[src/rtl/hazard_ctrl.sv]
// Pipeline hazard controller: operand forwarding, load-use and branch hazards, memory-wait stalls with timeout.
// Optional performance counters are built only when HAZARD_PERF_CNT_EN is defined.
module hazard_ctrl #(
   parameter int unsigned TIMEOUT_CYCLES = 255
) (
   input  logic        clk,
   input  logic        rst_n,
   input  logic [5:0]  Rs1D,
   input  logic [5:0]  Rs2D,
   input  logic [5:0]  Rs1E,
   input  logic [5:0]  Rs2E,
   input  logic [5:0]  RdE,
   input  logic [5:0]  RdM,
   input  logic [5:0]  RdW,
   input  logic        RegWriteM,
   input  logic        RegWriteW,
   input  logic [1:0]  ResultSrcE,
   input  logic        PCSrcE,
   input  logic        MemReqM,
   input  logic        MemReadyM,
   output logic        StallF,
   output logic        StallD,
   output logic        StallE,
   output logic        StallM,
   output logic        FlushD,
   output logic        FlushE,
   output logic        FlushW,
   output logic [1:0]  ForwardAE,
   output logic [1:0]  ForwardBE,
   output logic        MemTimeout,
   output logic [31:0] StallCnt,
   output logic [31:0] FlushCnt
);

   localparam logic [1:0]  ST_RUN    = 2'd0;
   localparam logic [1:0]  ST_WAIT   = 2'd1;
   localparam logic [1:0]  ST_TMO    = 2'd2;
   localparam logic [15:0] TMO_LIMIT = 16'(TIMEOUT_CYCLES);

   logic [1:0]  state_r;
   logic [1:0]  state_nxt_s;
   logic [15:0] wait_cnt_r;
   logic [15:0] wait_cnt_nxt_s;
   logic        mem_timeout_r;
   logic        mem_stall_s;
   logic        lw_stall_s;

   // Memory-stage producer wins over writeback; register 0 is never forwarded.
   function automatic logic [1:0] fwd_sel(input logic [5:0] rs, input logic [5:0] rd_m,
                                          input logic we_m, input logic [5:0] rd_w,
                                          input logic we_w);
      if (we_m && (rd_m != 6'd0) && (rd_m == rs)) begin
         fwd_sel = 2'b10;
      end else if (we_w && (rd_w != 6'd0) && (rd_w == rs)) begin
         fwd_sel = 2'b01;
      end else begin
         fwd_sel = 2'b00;
      end
   endfunction

   // Operand forwarding selects
   always_comb begin
      ForwardAE = fwd_sel(Rs1E, RdM, RegWriteM, RdW, RegWriteW);
      ForwardBE = fwd_sel(Rs2E, RdM, RegWriteM, RdW, RegWriteW);
   end

   // Hazard detection terms
   always_comb begin
      lw_stall_s = (ResultSrcE == 2'b01) && (RdE != 6'd0) && ((RdE == Rs1D) || (RdE == Rs2D));
      case (state_r)
         ST_RUN:  mem_stall_s = MemReqM && !MemReadyM;
         ST_WAIT: mem_stall_s = !MemReadyM;
         ST_TMO:  mem_stall_s = 1'b1;
         default: mem_stall_s = 1'b0;
      endcase
   end

   // Memory-wait FSM next state; a ready in the same RUN cycle as the request never leaves RUN
   always_comb begin
      state_nxt_s    = state_r;
      wait_cnt_nxt_s = wait_cnt_r;
      case (state_r)
         ST_RUN: begin
            if (MemReqM && !MemReadyM) begin
               state_nxt_s    = ST_WAIT;
               wait_cnt_nxt_s = 16'd1;
            end else begin
               state_nxt_s    = ST_RUN;
            end
         end
         ST_WAIT: begin
            if (MemReadyM) begin
               state_nxt_s    = ST_RUN;
               wait_cnt_nxt_s = 16'd0;
            end else if (wait_cnt_r == TMO_LIMIT) begin
               state_nxt_s    = ST_TMO;
            end else begin
               wait_cnt_nxt_s = wait_cnt_r + 16'd1;
            end
         end
         ST_TMO: begin
            state_nxt_s = ST_TMO;
         end
         default: begin
            state_nxt_s    = ST_RUN;
            wait_cnt_nxt_s = 16'd0;
         end
      endcase
   end

   // FSM state, wait counter and sticky timeout flag
   always_ff @(posedge clk or negedge rst_n) begin
      if (!rst_n) begin
         state_r       <= ST_RUN;
         wait_cnt_r    <= 16'd0;
         mem_timeout_r <= 1'b0;
      end else begin
         state_r       <= state_nxt_s;
         wait_cnt_r    <= wait_cnt_nxt_s;
         mem_timeout_r <= (state_nxt_s == ST_TMO);
      end
   end

   assign MemTimeout = mem_timeout_r;

   // Stall/flush outputs; a branch seen during a memory stall stays held in E until the stall clears
   always_comb begin
      StallF = 1'b0;
      StallD = 1'b0;
      StallE = 1'b0;
      StallM = 1'b0;
      FlushD = 1'b0;
      FlushE = 1'b0;
      FlushW = 1'b0;
      if (mem_stall_s) begin
         StallF = 1'b1;
         StallD = 1'b1;
         StallE = 1'b1;
         StallM = 1'b1;
         FlushW = 1'b1;
      end else if (PCSrcE) begin
         FlushD = 1'b1;
         FlushE = 1'b1;
      end else if (lw_stall_s) begin
         StallF = 1'b1;
         StallD = 1'b1;
         FlushE = 1'b1;
      end else begin
         FlushW = 1'b0;
      end
   end

`ifdef HAZARD_PERF_CNT_EN
   logic [31:0] stall_cnt_r;
   logic [31:0] flush_cnt_r;

   // Free-running performance counters, wrapping at 2^32
   always_ff @(posedge clk or negedge rst_n) begin
      if (!rst_n) begin
         stall_cnt_r <= 32'd0;
         flush_cnt_r <= 32'd0;
      end else begin
         if (StallF || StallD || StallE || StallM) begin
            stall_cnt_r <= stall_cnt_r + 32'd1;
         end else begin
            stall_cnt_r <= stall_cnt_r;
         end
         if (FlushD || FlushE) begin
            flush_cnt_r <= flush_cnt_r + 32'd1;
         end else begin
            flush_cnt_r <= flush_cnt_r;
         end
      end
   end

   assign StallCnt = stall_cnt_r;
   assign FlushCnt = flush_cnt_r;
`else
   assign StallCnt = 32'd0;
   assign FlushCnt = 32'd0;
`endif

endmodule

[config.mk]
export PLATFORM = sky130hd
export DESIGN_NAME = hazard_ctrl
export DESIGN_NICKNAME = d
export VERILOG_FILES = /design/src/rtl/hazard_ctrl.sv
export SDC_FILE = /design/constraint.sdc
export NUM_CORES = 1
export LEC_CHECK = 0
export BUFFER_PORTS_ARGS = -buffer_cell sky130_fd_sc_hd__buf_2
export CAP_MARGIN = 20
export CORE_MARGIN = 4
export CORE_UTILIZATION = 48
export CTS_BUF_LIST = sky130_fd_sc_hd__clkbuf_8
export CTS_CLUSTER_SIZE = 30
export DETAILED_ROUTE_END_ITERATION = 12
export PLACE_DENSITY_LB_ADDON = 0.12
export SLEW_MARGIN = 25
export SYNTH_ARGS = -nofsm -noshare
export SYNTH_HDL_FRONTEND = slang
export SYNTH_SLANG_ARGS = --single-unit
[constraint.sdc]
create_clock -name clk -period 3.9 [get_ports clk]
set_input_delay 0.39 -clock clk [delete_from_list [all_inputs] [get_ports clk]]
set_output_delay 0.39 -clock clk [all_outputs]
set_load 0.01 [all_outputs]
==> results.env <==
RESULT_OF_THE_RUN='finished clean'
SWITCHING_SHARE_PCT=32.7
INSTANCES_NO_FILL=351
SYNTH.AVG_CELL_AREA_UM2=8.36
TIMING.CRITICAL_PATH.ARRIVAL_NS=1.81
SETUP_VIOL=0
FINALCLOCKSKEW_NS=0.00273
WIRE_PER_INST_UM=12.2
DIEWIDTH_UM=72.9
COMBINATIONALPOWERSHARE_PCT=29.5
CTS_SETUP_BUFFERS=0
PATH_COMMON_CELL='buf_2'
STARTPOINT_TYPE_OF_THE_WORST_SETUP_PATH='input pin'
CRIT_PATH_MAX_FANOUT=3
REG2REG_TO='wait_cnt_r[11]'
R2R_SLACK_NS=1.88
NUMBER_OF_FLOPS_MAPPED_TO_ENABLE_CELLS_BY_YOSYS=0
WORST_SLEW_MARGIN_REL_PCT=57.1
SYNTH-WARNING-COUNT=0
POSTSYNTH.TOPFLOPCELL='dfrtp_1'
SYNTH_TOP_CELL_BY_AREA='buf_4'
FINAL_PERIOD_MINUS_WORST_SETUP_SLACK_NS=2.20
HTREE_LEVELS=1
DR_TOTAL_VIAS=1634
NETLIST.AREA_LEADER.SHARE_PCT=24.9
REGTOREGSTARTPOINT='wait_cnt_r[0]'
PATH_CELLS='buf_2 -> or4_1 -> o31ai_1 -> nor4_1 -> nor3_1 -> buf_2'
FP.DIEAREA_MM2=0.00531
COUNT_OF_ENDPOINTS_FAILING_HOLD_IN_THE_FINAL_TIMING_REPORT=0
TIMING.FMAX_GHz=0.454
CRITICAL_PATH_REQUIRED_NS=3.51
NNETSFINAL=354
CTS_TREE='done'
CTS_ROOT_BUFFER='clkbuf_8'
FINAL_LAYOUT_SIZE_SUFFIX_GT1_SHARE_PCT=24.6
POWER.SEQUENTIAL.FRACTION_PCT=42.7
SETUP.WORST_PATH.CLASS='in -> out'
POSTSYNTHREGISTERBITS=19
CTSLONGESTPATHBUFFERS=2
INITIAL_CORE_UTIL_PCT=50.2
DRT_ITER0_DRC=77
LEAKAGE_nW=1.07
CRITICAL-PATH-TOP-DELAY-FAMILY='simple AND/OR/NAND/NOR gates'
SYNTHTOPCELLSBYAREA='buf_4 (25%), dfrtp_1 (24%), xnor2_1 (9.1%), xor2_1 (8.7%), a21oi_1 (3.0%)'
TIMING.CRITICAL_PATH.BUF_INV=2
POST_SYNTH_NUM_CELL_TYPES=39
ROUTE.DETAILED.DRC=0
DRV.MAX_CAP_VIOLATION_COUNT=0
CTS_RESIZED=0
FIRST_GLOBAL_VIAS=1557
DRV_SLEW=0
WORST_PIN_SLEW_NS=0.644
WHS_NS=0.0630
FLOORPLAN.IO_PINS=127
COREAREA_MM2=0.00403
COUNT_OF_INPUT_AND_OUTPUT_BUFFERS=62
PLACED_CELLS=347
CTS_SINKS=19
ROUTED_VIA_DENSITY=4.66
FINALPOWER_W=0.000481
CHIPHEIGHT_UM=72.9
IRDROPWORSTVDD_mV=0.137
INTPOWER_W=0.000324
ANTENNA_FOUND_INITIAL=0
SWITCHINGPOWER_W=0.000158
GRT_OVERFLOW=0
POSTSYNTH.ASYNCRESETSHARE_PCT=100
DETAIL-ROUTE-ANTENNA-NETS=0
SYNTHCELLS=242
GRT_MAX_DEGREE=20
POWER_DENSITY_mW_PER_MM2=223
GROUTE.USAGE.OVERALL_PCT=15.1
CLK_TRANSITION_REPORTED_PATHS_NS=0.07
CTS_HOLD_REPAIR.BUFFERS=0
WORST-R2R-CELL-COUNT=6
GRT_SETUP_UNREPAIRED='no'
MIN_DELAY_WORST_TYPE='in -> async'
GRT_FIRST_PASS_WIRELENGTH_MM=6.52
TIMING.CRITICAL_PATH.TO_TYPE='output pin'
SETUP_TNS_NS=0
CRITPATHSLOWESTCELL='or4_1'
DETAILEDROUTE.FIRSTPASSITERATIONCOUNT=4
ANTENNA-DIODE-COUNT=0
FINAL_MIN_PERIOD_OVER_CLOCK_PERIOD_PCT=56.5
SLOWEST_STAGE_DELAY_CP_NS=0.52
CORE.ROWCOUNT=23
AREAGROWTHSYNTHTOFINISH_PCT=6.56
REGISTER_AREA_SHARE_AFTER_SYNTHESIS_PCT=23.5
POWER.SHARE.CLOCK_PCT=27.8
WORST_SKEW_PAIR.LATE_LATENCY_NS=0.25
CTS_MADE_BUFFERS=3
DP.FINAL_HPWL_MM=3.59
NUM-FILL-CELLS=430
SYN-CELL-AREA_MM2=0.00202
ROUTED_WL_MM=4.28
GLOBALPLACE.CONGESTION=0.799
metrics by stage:
step	instance area [um^2]	worst slack [ns]	utilization [%]
2_1_floorplan	2260	1.89	-
3_3_place_gp	2110	1.72	52.4
3_5_place_dp	2110	1.70	52.4
4_1_cts	2150	1.70	53.5
5_1_grt	2150	1.59	53.5
6_report	2150	1.70	53.5
registers in the layout, indices dropped and copies added (netlist names):
name	flops
state_r	2
wait_cnt_r	16
MemTimeout	1
how the worst max path moves through the flow:
stage	start	end	cells after the start	slack, ns
floorplan	RdM[0]	ForwardBE[0]	4	1.89
finish	RdM[0]	ForwardBE[0]	6	1.70
global placement	RdM[0]	ForwardBE[0]	6	1.72
global route	RdM[0]	ForwardBE[0]	6	1.59
CTS	RdM[0]	ForwardBE[0]	6	1.70
detailed placement	RdM[0]	ForwardBE[0]	6	1.70
logic make-up after synthesis:
logic type / synth area share [%]
xor+xnor: 17.8
compound gates: 11.8
buf+inv: 26.4
flops: 23.5
fa+ha+maj: 0.619
simple gates: 19.8
other cells: 0.185
synthesized netlist by cell type (3+ instances only):
cell type	instances
nor3_1	6
nand4_1	7
xor2_1	20
o31ai_1	3
or4_1	4
dfrtp_1	19
and3_1	3
xnor2_1	21
nor2_1	12
nand2_1	11
buf_4	67
o21ai_0	5
nand3_1	11
o21ai_1	9
a21oi_1	12
nor4_1	5
final cells by class:
type                    count  area, um^2  area share [%]
flip-flops and latches     19         475            22.1
clock inverters             1        3.75           0.174
well taps                  50        62.6            2.90
clock buffers               3        41.3            1.92
inverters                   3        11.3           0.523
repair buffers             62         310            14.4
multi-input cells         213        1250            58.0
power groups by stage:
stage	sequential [W]	combinational (W)	clock, W
floorplan	0.000208	0.000136	0
detailed placement	0.000209	0.000141	0
global placement	0.000209	0.000141	0
global route	0.000206	0.000159	0.000146
CTS	0.000205	0.000141	0.000138
finish	0.000205	0.000142	0.000134
layer usage:
layer	track usage (%)	share of wire, %	wire length, um
met1	17.6	40	1710
met3	2.62	7.5	322
met4	3.28	0.47	20
met5	0	0	0
met2	28.4	52	2240
layout by cell type, fill, tap and decap left out, types with 9 or more instances in the layout:
cell type / n
conb_1: 64
buf_2: 62
xnor2_1: 21
xor2_1: 20
dfrtp_1: 19
nor2_1: 12
a21oi_1: 12
nand3_1: 11
nand2_1: 11
o21ai_1: 9
Note: power is estimated with default switching activity, not from simulation.
